$ cat src/rtl/condicionador_botao.sv
// -----------------------------------------------------------------------------
// condicionador_botao
//
// Pedestrian push-button conditioner that feeds the `bt` input of the
// `semaforo` traffic-light controller.
//
// The raw button goes through a two-flop synchroniser and then a debouncer.
// Each accepted rising edge of the debounced level is a press. A press moves
// the FSM from idle into a request state. The request is held on `bt` until
// controller output A enters its red phase. After the crossing has been
// served, further presses are locked out for LOCKOUT cycles. Accepted presses
// are counted in a saturating 8-bit counter for monitoring.
//
// Parameters
//   DEBOUNCE      number of consecutive synchronised cycles a level change
//                 must persist before it is accepted (1..255; 0 acts as 1)
//   LOCKOUT       number of cycles presses are ignored after a serve (0..255)
//   COD_VERMELHO  code on A meaning "semaphore A is red" (pedestrians go)
//
// Ports
//   clk        in   1  single clock; all state changes on its rising edge
//   rst        in   1  asynchronous, active-low reset
//   bt_raw     in   1  raw, asynchronous, bouncing push-button
//   A          in   3  current state output of the semaforo
//   bt         out  1  registered pedestrian request to the semaforo
//   press_cnt  out  8  accepted presses, saturating at 255
// -----------------------------------------------------------------------------
module condicionador_botao #(
    parameter logic [7:0] DEBOUNCE     = 8'd3,
    parameter logic [7:0] LOCKOUT      = 8'd4,
    parameter logic [2:0] COD_VERMELHO = 3'b001
) (
    input  logic       clk,
    input  logic       rst,
    input  logic       bt_raw,
    input  logic [2:0] A,
    output logic       bt,
    output logic [7:0] press_cnt
);

    // -------------------------------------------------------------------------
    // FSM encoding
    // -------------------------------------------------------------------------
    localparam logic [1:0] OCIOSO   = 2'd0;  // idle, waiting for a press
    localparam logic [1:0] PEDIDO   = 2'd1;  // request pending, bt = 1
    localparam logic [1:0] ATENDIDO = 2'd2;  // served, waiting for A to leave red
    localparam logic [1:0] BLOQUEIO = 2'd3;  // post-serve lockout

    // Terminal value of the debounce counter. A DEBOUNCE of 0 behaves like 1,
    // i.e. the change is accepted on the first cycle it is seen at s2.
    localparam logic [7:0] DEB_LAST  = (DEBOUNCE == 8'd0) ? 8'd0 : DEBOUNCE - 8'd1;

    // Lockout counter start value. Loading LOCKOUT-1 and leaving when the
    // counter reads 0 keeps the FSM in BLOQUEIO for exactly LOCKOUT cycles.
    // Only used when LOCKOUT != 0.
    localparam logic [7:0] LOCK_LAST = LOCKOUT - 8'd1;

    // -------------------------------------------------------------------------
    // Internal signals
    // -------------------------------------------------------------------------
    logic       s1;             // first synchroniser stage
    logic       s2;             // second synchroniser stage (safe to use)
    logic       db;             // debounced button level
    logic [7:0] dcnt;           // debounce persistence counter
    logic [2:0] a_prev;         // A delayed by one cycle, for red-entry detect
    logic [1:0] state;
    logic [7:0] lcnt;           // lockout down-counter

    logic       deb_hit;        // s2 differs from db and has persisted long enough
    logic       press;          // db is about to go 0 -> 1
    logic       a_red;          // A currently shows the red code
    logic       serve;          // first cycle of a red phase on A

    logic [1:0] state_nxt;
    logic [7:0] lcnt_nxt;
    logic       cnt_inc;        // count this press

    // -------------------------------------------------------------------------
    // Two-flop synchroniser for the asynchronous button
    // -------------------------------------------------------------------------
    // NOTE: sequential state is always written with non-blocking assignments so
    // every flop samples the pre-edge value of the others; with blocking
    // assignments s2 would pick up bt_raw in the same edge and the chain would
    // collapse into a single stage.
    always_ff @(posedge clk or negedge rst) begin
        if (!rst) begin
            s1 <= 1'b0;
            s2 <= 1'b0;
        end else begin
            s1 <= bt_raw;
            s2 <= s1;
        end
    end

    // -------------------------------------------------------------------------
    // Debouncer
    //
    // dcnt counts how many consecutive cycles s2 has disagreed with db. Any
    // cycle where s2 falls back to db restarts the count, so a glitch never
    // accumulates. When the disagreement has lasted DEBOUNCE cycles the new
    // level is taken into db.
    // -------------------------------------------------------------------------
    assign deb_hit = (s2 != db) && (dcnt == DEB_LAST);

    // A press is the accepted 0 -> 1 change of db, flagged in the same cycle
    // the update condition holds so the FSM moves on the same edge as db.
    // The 1 -> 0 (release) change produces no event.
    assign press   = deb_hit && s2;

    always_ff @(posedge clk or negedge rst) begin
        if (!rst) begin
            db   <= 1'b0;
            dcnt <= 8'd0;
        end else if (s2 == db) begin
            dcnt <= 8'd0;
        end else if (deb_hit) begin
            db   <= s2;
            dcnt <= 8'd0;
        end else begin
            dcnt <= dcnt + 8'd1;
        end
    end

    // -------------------------------------------------------------------------
    // Serve detection
    //
    // a_prev resets to the red code so that A already being red when reset
    // is released does not look like a fresh red phase.
    // -------------------------------------------------------------------------
    assign a_red = (A == COD_VERMELHO);
    assign serve = a_red && (a_prev != COD_VERMELHO);

    always_ff @(posedge clk or negedge rst) begin
        if (!rst) begin
            a_prev <= COD_VERMELHO;
        end else begin
            a_prev <= A;
        end
    end

    // -------------------------------------------------------------------------
    // Request FSM: next-state logic
    //
    // Because serve only fires on the entry into red, a press accepted while
    // A is already red stays pending through the current red phase and is
    // served by the next one.
    // -------------------------------------------------------------------------
    // NOTE: every output of this block gets a default first, so no path can
    // leave a signal unassigned and infer a latch.
    always_comb begin
        state_nxt = state;
        lcnt_nxt  = lcnt;
        cnt_inc   = 1'b0;

        case (state)
            OCIOSO: begin
                if (press) begin
                    state_nxt = PEDIDO;
                    cnt_inc   = 1'b1;
                end
            end

            PEDIDO: begin
                // Additional presses merge into the pending request.
                if (serve) begin
                    state_nxt = ATENDIDO;
                end
            end

            ATENDIDO: begin
                if (!a_red) begin
                    if (LOCKOUT == 8'd0) begin
                        state_nxt = OCIOSO;
                    end else begin
                        state_nxt = BLOQUEIO;
                        lcnt_nxt  = LOCK_LAST;
                    end
                end
            end

            BLOQUEIO: begin
                // Presses are ignored here, including one accepted on the
                // exit edge itself.
                if (lcnt == 8'd0) begin
                    state_nxt = OCIOSO;
                end else begin
                    lcnt_nxt = lcnt - 8'd1;
                end
            end

            default: begin
                state_nxt = OCIOSO;
            end
        endcase
    end

    // -------------------------------------------------------------------------
    // Request FSM: registers
    //
    // bt is its own flop, loaded from the next-state decode, so it always
    // equals (state == PEDIDO) while remaining a clean register output.
    // -------------------------------------------------------------------------
    always_ff @(posedge clk or negedge rst) begin
        if (!rst) begin
            state     <= OCIOSO;
            lcnt      <= 8'd0;
            bt        <= 1'b0;
            press_cnt <= 8'd0;
        end else begin
            state <= state_nxt;
            lcnt  <= lcnt_nxt;
            bt    <= (state_nxt == PEDIDO);
            if (cnt_inc && (press_cnt != 8'hFF)) begin
                press_cnt <= press_cnt + 8'd1;
            end
        end
    end

endmodule

$ cat config.mk
export PLATFORM = sky130hd
export DESIGN_NAME = condicionador_botao
export DESIGN_NICKNAME = d
export VERILOG_FILES = /design/src/rtl/condicionador_botao.sv
export SDC_FILE = /design/constraint.sdc
export NUM_CORES = 1
export LEC_CHECK = 0
export BUFFER_PORTS_ARGS = -buffer_cell sky130_fd_sc_hd__buf_2
export CORE_MARGIN = 5
export CORE_UTILIZATION = 42
export CTS_BUF_LIST = sky130_fd_sc_hd__clkbuf_16
export CTS_CLUSTER_DIAMETER = 30
export DETAILED_ROUTE_END_ITERATION = 8
export SLEW_MARGIN = 25
export SYNTH_ARGS = -nofsm -noshare
export SYNTH_HDL_FRONTEND = slang
export SYNTH_SLANG_ARGS = --single-unit
$ cat constraint.sdc
create_clock -name clk -period 2.3 [get_ports clk]
set_clock_uncertainty 0.2 [all_clocks]
set_input_delay 0.115 -clock clk [delete_from_list [all_inputs] [get_ports clk]]
set_output_delay 0.115 -clock clk [all_outputs]
set_load 0.01 [all_outputs]
### Word-level counts from Yosys, hierarchy flattened

Index checks and enable logic that the tools add are counted.

* add/subtract/negate cells: 3
* equal/unequal tests: 12
* mux-type cells: 12
* bitwise logic cells: 1
* reduce and logical (&&, ||, !) cells: 9

Operator list (count)
* 8-bit 2-to-1 mux: 4
* 8-bit by 1-bit adder with 8-bit output (second input constant): 2
* 8-bit case mux with 2 select lines: 1
* 8-bit by 2-bit == test with 1-bit output (second input constant): 1
* 8-bit logical NOT: 1
* 2-bit 2-to-1 mux: 4
* 8-bit inequality test (second input constant): 1
* 2-bit case mux with 4 select lines: 1
* 8-bit by 1-bit subtractor with 8-bit output (second input constant): 1
* 2-bit by 1-bit == test with 1-bit output (second input constant): 2
* 2-bit == test (second input constant): 2
* 1-bit logical AND: 4
* 2-bit inequality test (second input constant): 2
* 3-bit by 1-bit == test with 1-bit output (second input constant): 1
* 3-bit by 1-bit inequality test with 1-bit output (second input constant): 1
* 3-bit AND reduction: 1
* 2-bit logical NOT: 1
* 1-bit 2-to-1 mux: 2
* 2-bit AND reduction: 1
* 2-bit nonzero test: 1
* 1-bit == test: 1
* 1-bit inequality test: 1
* 1-bit inverter: 1

* register bits after elaboration: 33
* input bits: 6
* output and inout port bits: 9
* word-level logic and storage cells: 46

### Depth between registers and ports, before layout

* word-level depth: 6
* mapped depth: 7
* depth with buffers taken out: 6

### Least setup slack after synthesis

OpenSTA, ideal clock, no wires.

* path kind: flip-flop to flip-flop
* start: reg dcnt[0]
* end: reg press_cnt[7]
* library setup time: 0.128 ns
* arrival time: 1.633 ns
* data required time: 1.972 ns
* path slack: 0.339 ns
* cell stages (with the launch flop): 7
* buffers on the path: 0
* clock period less this slack: 1.961 ns
* cells stage by stage: dfrtp_1 > inv_1 > ha_1 > nor4b_4 > nand3_2 > nor4_2 > mux2_1

* longest elaborated chain between the ends: 6

RTL lines
* start, declared: RTL line 64 `logic [7:0] dcnt;`
* start signal, assigned: RTL line 120 `dcnt <= dcnt + 8'd1;`
* 8-bit by 2-bit == test with 1-bit output: RTL line 103 `assign deb_hit = (s2 != db) && (dcnt == DEB_LAST);`
* 1-bit logical AND: RTL line 103
* 1-bit logical AND: RTL line 108 `assign press = deb_hit && s2;`
* 1-bit 2-to-1 mux: RTL line 157 `if (press) begin`
* 1-bit 2-to-1 mux: RTL line 155 `case (state)`
* 1-bit logical AND: RTL line 213 `if (cnt_inc && (press_cnt != 8'hFF)) begin`
* end signal, assigned: RTL line 214 `press_cnt <= press_cnt + 8'd1;`
* end, declared: RTL line 38 `output logic [7:0] press_cnt`

No other way between the ends.
A chain may end at the register's enable or synchronous reset.

### Final worst setup path

Same ends and word-level chain as after synthesis.

==> results.cfg <==
[global_route]
grt.overflow.total = 0
antenna_found_initial = 0
track_usage_pct = 13.4
grt_pass1_vias = 1234
grt_max_degree = 34
grt_pass1_wl_mm = 5.39

[cts]
htree_levels = 2
clkLatencyLatePin_ns = 0.27
root_buffer = clkbuf_16
cts_buffers = 5
cts_tree = done
clk_path_buf_depth = 2
cts.sinks = 33
clk_pin_slew_ns = 0.05
cts_resized = 0

[drt]
drt_iter0_drc = 59
drc = 0
wl_per_cell_um = 13.4
vias = 1191
wirelength_mm = 3.02
antenna_left = 0
vias_per_cell = 5.27
firstDrtPassIters = 4

[synthesis]
synth.most_common_cell = dfrtp_1
yosysTopAreaCell = dfrtp_1
synth_edf_count = 0
synth_area_um2 = 1610
synthArstFlopShare_pct = 100
syn_nets = 159
syn_inst = 149
yosysSeqAreaShare_pct = 51.4
avgSynthCellArea_um2 = 10.8
ys.flop_type = dfrtp_1
synthDistinctLibCells = 42
synth.area.top_cells = dfrtp_1 50%, nor2_1 3.7%, nand2_1 3.3%
synth_top_area_share_pct = 49.8
synthTopCellsByCount = 32 x dfrtp_1, 16 x nor2_1, 14 x nand2_1, 9 x nand3_1
synth_seq_cells = 33
synth_warnings = 0

[timing]
slew_headroom_pct = 51.6
slew_violations = 0
fmax_mhz = 468
period_share_pct = 93.0
rsz0062_at_grt = no
finalCriticalPeriod_ns = 2.14
final_hold_viol_count = 0
setup_viol = 0
worst_slew_pin_slew_ns = 0.727
fin_tns_setup_ns = 0

[power_and_ir_drop]
pwr-share-seq_pct = 40.3
p_int_w = 0.00134
power.density_nw_per_um2 = 1030
combPwrFrac_pct = 29.2
power.switching_w = 0.000651
p_sw_share_pct = 32.7
leakage_nw = 0.862
ir_drop_mv = 0.520
pwr-share-clk_pct = 30.4

[critical_path]
cp_cell_sequence = inv_1 > ha_1 > nor4b_4 > nand3_2 > nor4_2 > mux2_1
path_max_fanout = 6
crit_path_top_delay_cell = dfrtp_1
worst_r2r_startpoint = dcnt[0]
rr_endpoint = press_cnt[7]
startpoint_type = register
crit_required_ns = 2.25
criticalPathCategory = register to register
end_kind = register
r2r_slack_ns = 0.16
slowest_delay_ns = 0.41
cp.arrival_ns = 2.08
rr_worst_depth = 6

[layout]
regArea_um2 = 827
fill_cells = 358
syn2layout_area_growth_pct = 20.5
num_antenna_cells = 0
drive_above_1_share_pct = 19.7
nets = 187
multi_input_area_um2 = 747
instances_no_fill = 226

[placement]
gp_congestion = 0.796
dp.cells = 213
dpl.hpwl_mm = 2.15
io_buffers = 14

[min_path]
holdPathStages = 0
timing.hold.worst_endpoint = s2
hp-start = s1
worstHoldPathType = register to register

[floorplanning]
die_area_um2 = 5170
num_rows = 22
dieHeight_um = 71.9
core_um2 = 3690
start_util_pct = 43.6
pin_count = 15
die_x_um = 71.9

[status]
status = completed

[job]
maxCapViolCount = 0
[cell type report]
class | instances | area share (%)
multi-input combinational | 109 | 38.5
tap | 48 | 3.10
timing repair buffer | 23 | 7.74
sequential | 33 | 42.6
inverter | 5 | 0.968
clock inverter | 3 | 0.581
clock buffer | 5 | 6.45
[state kept, by name, summed over array words and instances (netlist names)]
register and cells:
s2 1, bt 1, db 1, s1 1, a_prev 3, lcnt 8, press_cnt 8, state 2
dcnt 8
[per-stage QoR]
step / area [µm²] / hold WS, ns / utilization [%] / total power (W) / setup slack (ns)
global route: 1940 / 0.176 / 52.6 / 0.00213 / 0.0112
floorplan: 1610 / -0.381 / - / 0.00123 / 0.339
finish: 1940 / 0.147 / 52.6 / 0.00199 / 0.162
CTS: 1940 / 0.151 / 52.6 / 0.00202 / 0.157
detailed placement: 1750 / 0.0138 / 47.5 / 0.00139 / 0.152
global placement: 1750 / 0.0127 / 47.5 / 0.00136 / 0.246
[critical path: cells and delay by family (launching register included)]
| family | cells | cell delay, ns |
|---|---|---|
| simple gates | 3 | 0.83 |
| flops | 1 | 0.41 |
| mux | 1 | 0.36 |
| fa+ha+maj | 1 | 0.14 |
| buf+inv | 1 | 0.07 |
[logic make-up (layout without fill, tap and decap cells)]
logic type               after synthesis  in the layout  share of synthesized area, %
AND/OR/NAND/NOR                       67             67                          24.4
flip-flops                            33             33                          51.4
AO/OA/AOI/OAI                         24             24                          10.6
XOR/XNOR                               9              9                          4.90
buffers and inverters                  7             36                          2.18
multiplexers                           5              5                          3.42
adder cells (fa/ha/maj)                4              4                          3.11
[routing by layer]
layer	global-route usage, %	routed length (µm)
met1	16.8	1430
met2	21.2	1450
met3	3.46	90
met4	7.52	59
met5	0	0
[how the worst max path moves through the flow]
stage | to | cells after the start | slack (ns) | from
finish | press_cnt[7] | 6 | 0.16 | dcnt[0]
global route | press_cnt[7] | 6 | 0.01 | dcnt[0]
CTS | press_cnt[7] | 6 | 0.16 | dcnt[0]
detailed placement | press_cnt[7] | 6 | 0.15 | dcnt[0]
global placement | press_cnt[7] | 6 | 0.25 | dcnt[0]
floorplan | press_cnt[7] | 6 | 0.34 | dcnt[0]
[cell usage in the layout (no fill, tap or decap), types with 3 or more instances in the layout]
cell / synthesis / final
dfrtp_1: 32 / 32
nor2_1: 16 / 16
nand2_1: 14 / 14
buf_2: 1 / 14
nand3_1: 9 / 9
inv_1: 5 / 7
xor2_1: 5 / 5
nor3_1: 5 / 5
clkbuf_16: 0 / 5
dlygate4sd3_1: 0 / 5
xnor2_1: 4 / 4
o31ai_1: 4 / 4
ha_1: 4 / 4
buf_4: 0 / 4
a21oi_1: 3 / 3
nand2b_1: 3 / 3
mux2_2: 3 / 3
or4_1: 3 / 3
a21boi_0: 3 / 3
[what timing repair did]
item,4_1_cts,5_1_grt
hold buffers,5,0
buffers inserted,0,0
endpoints found under the hold margin,36,0
endpoints found under the setup margin,0,0
[power by group through the flow]
| stage | registers (W) | logic (W) | clock network (W) |
|---|---|---|---|
| floorplan | 0.000804 | 0.000422 | 0 |
| global placement | 0.000803 | 0.000561 | 0 |
| detailed placement | 0.000810 | 0.000581 | 0 |
| CTS | 0.000802 | 0.000592 | 0.000624 |
| global route | 0.000822 | 0.000661 | 0.000644 |
| finish | 0.000803 | 0.000582 | 0.000606 |
Note: power is estimated with default switching activity, not from simulation.
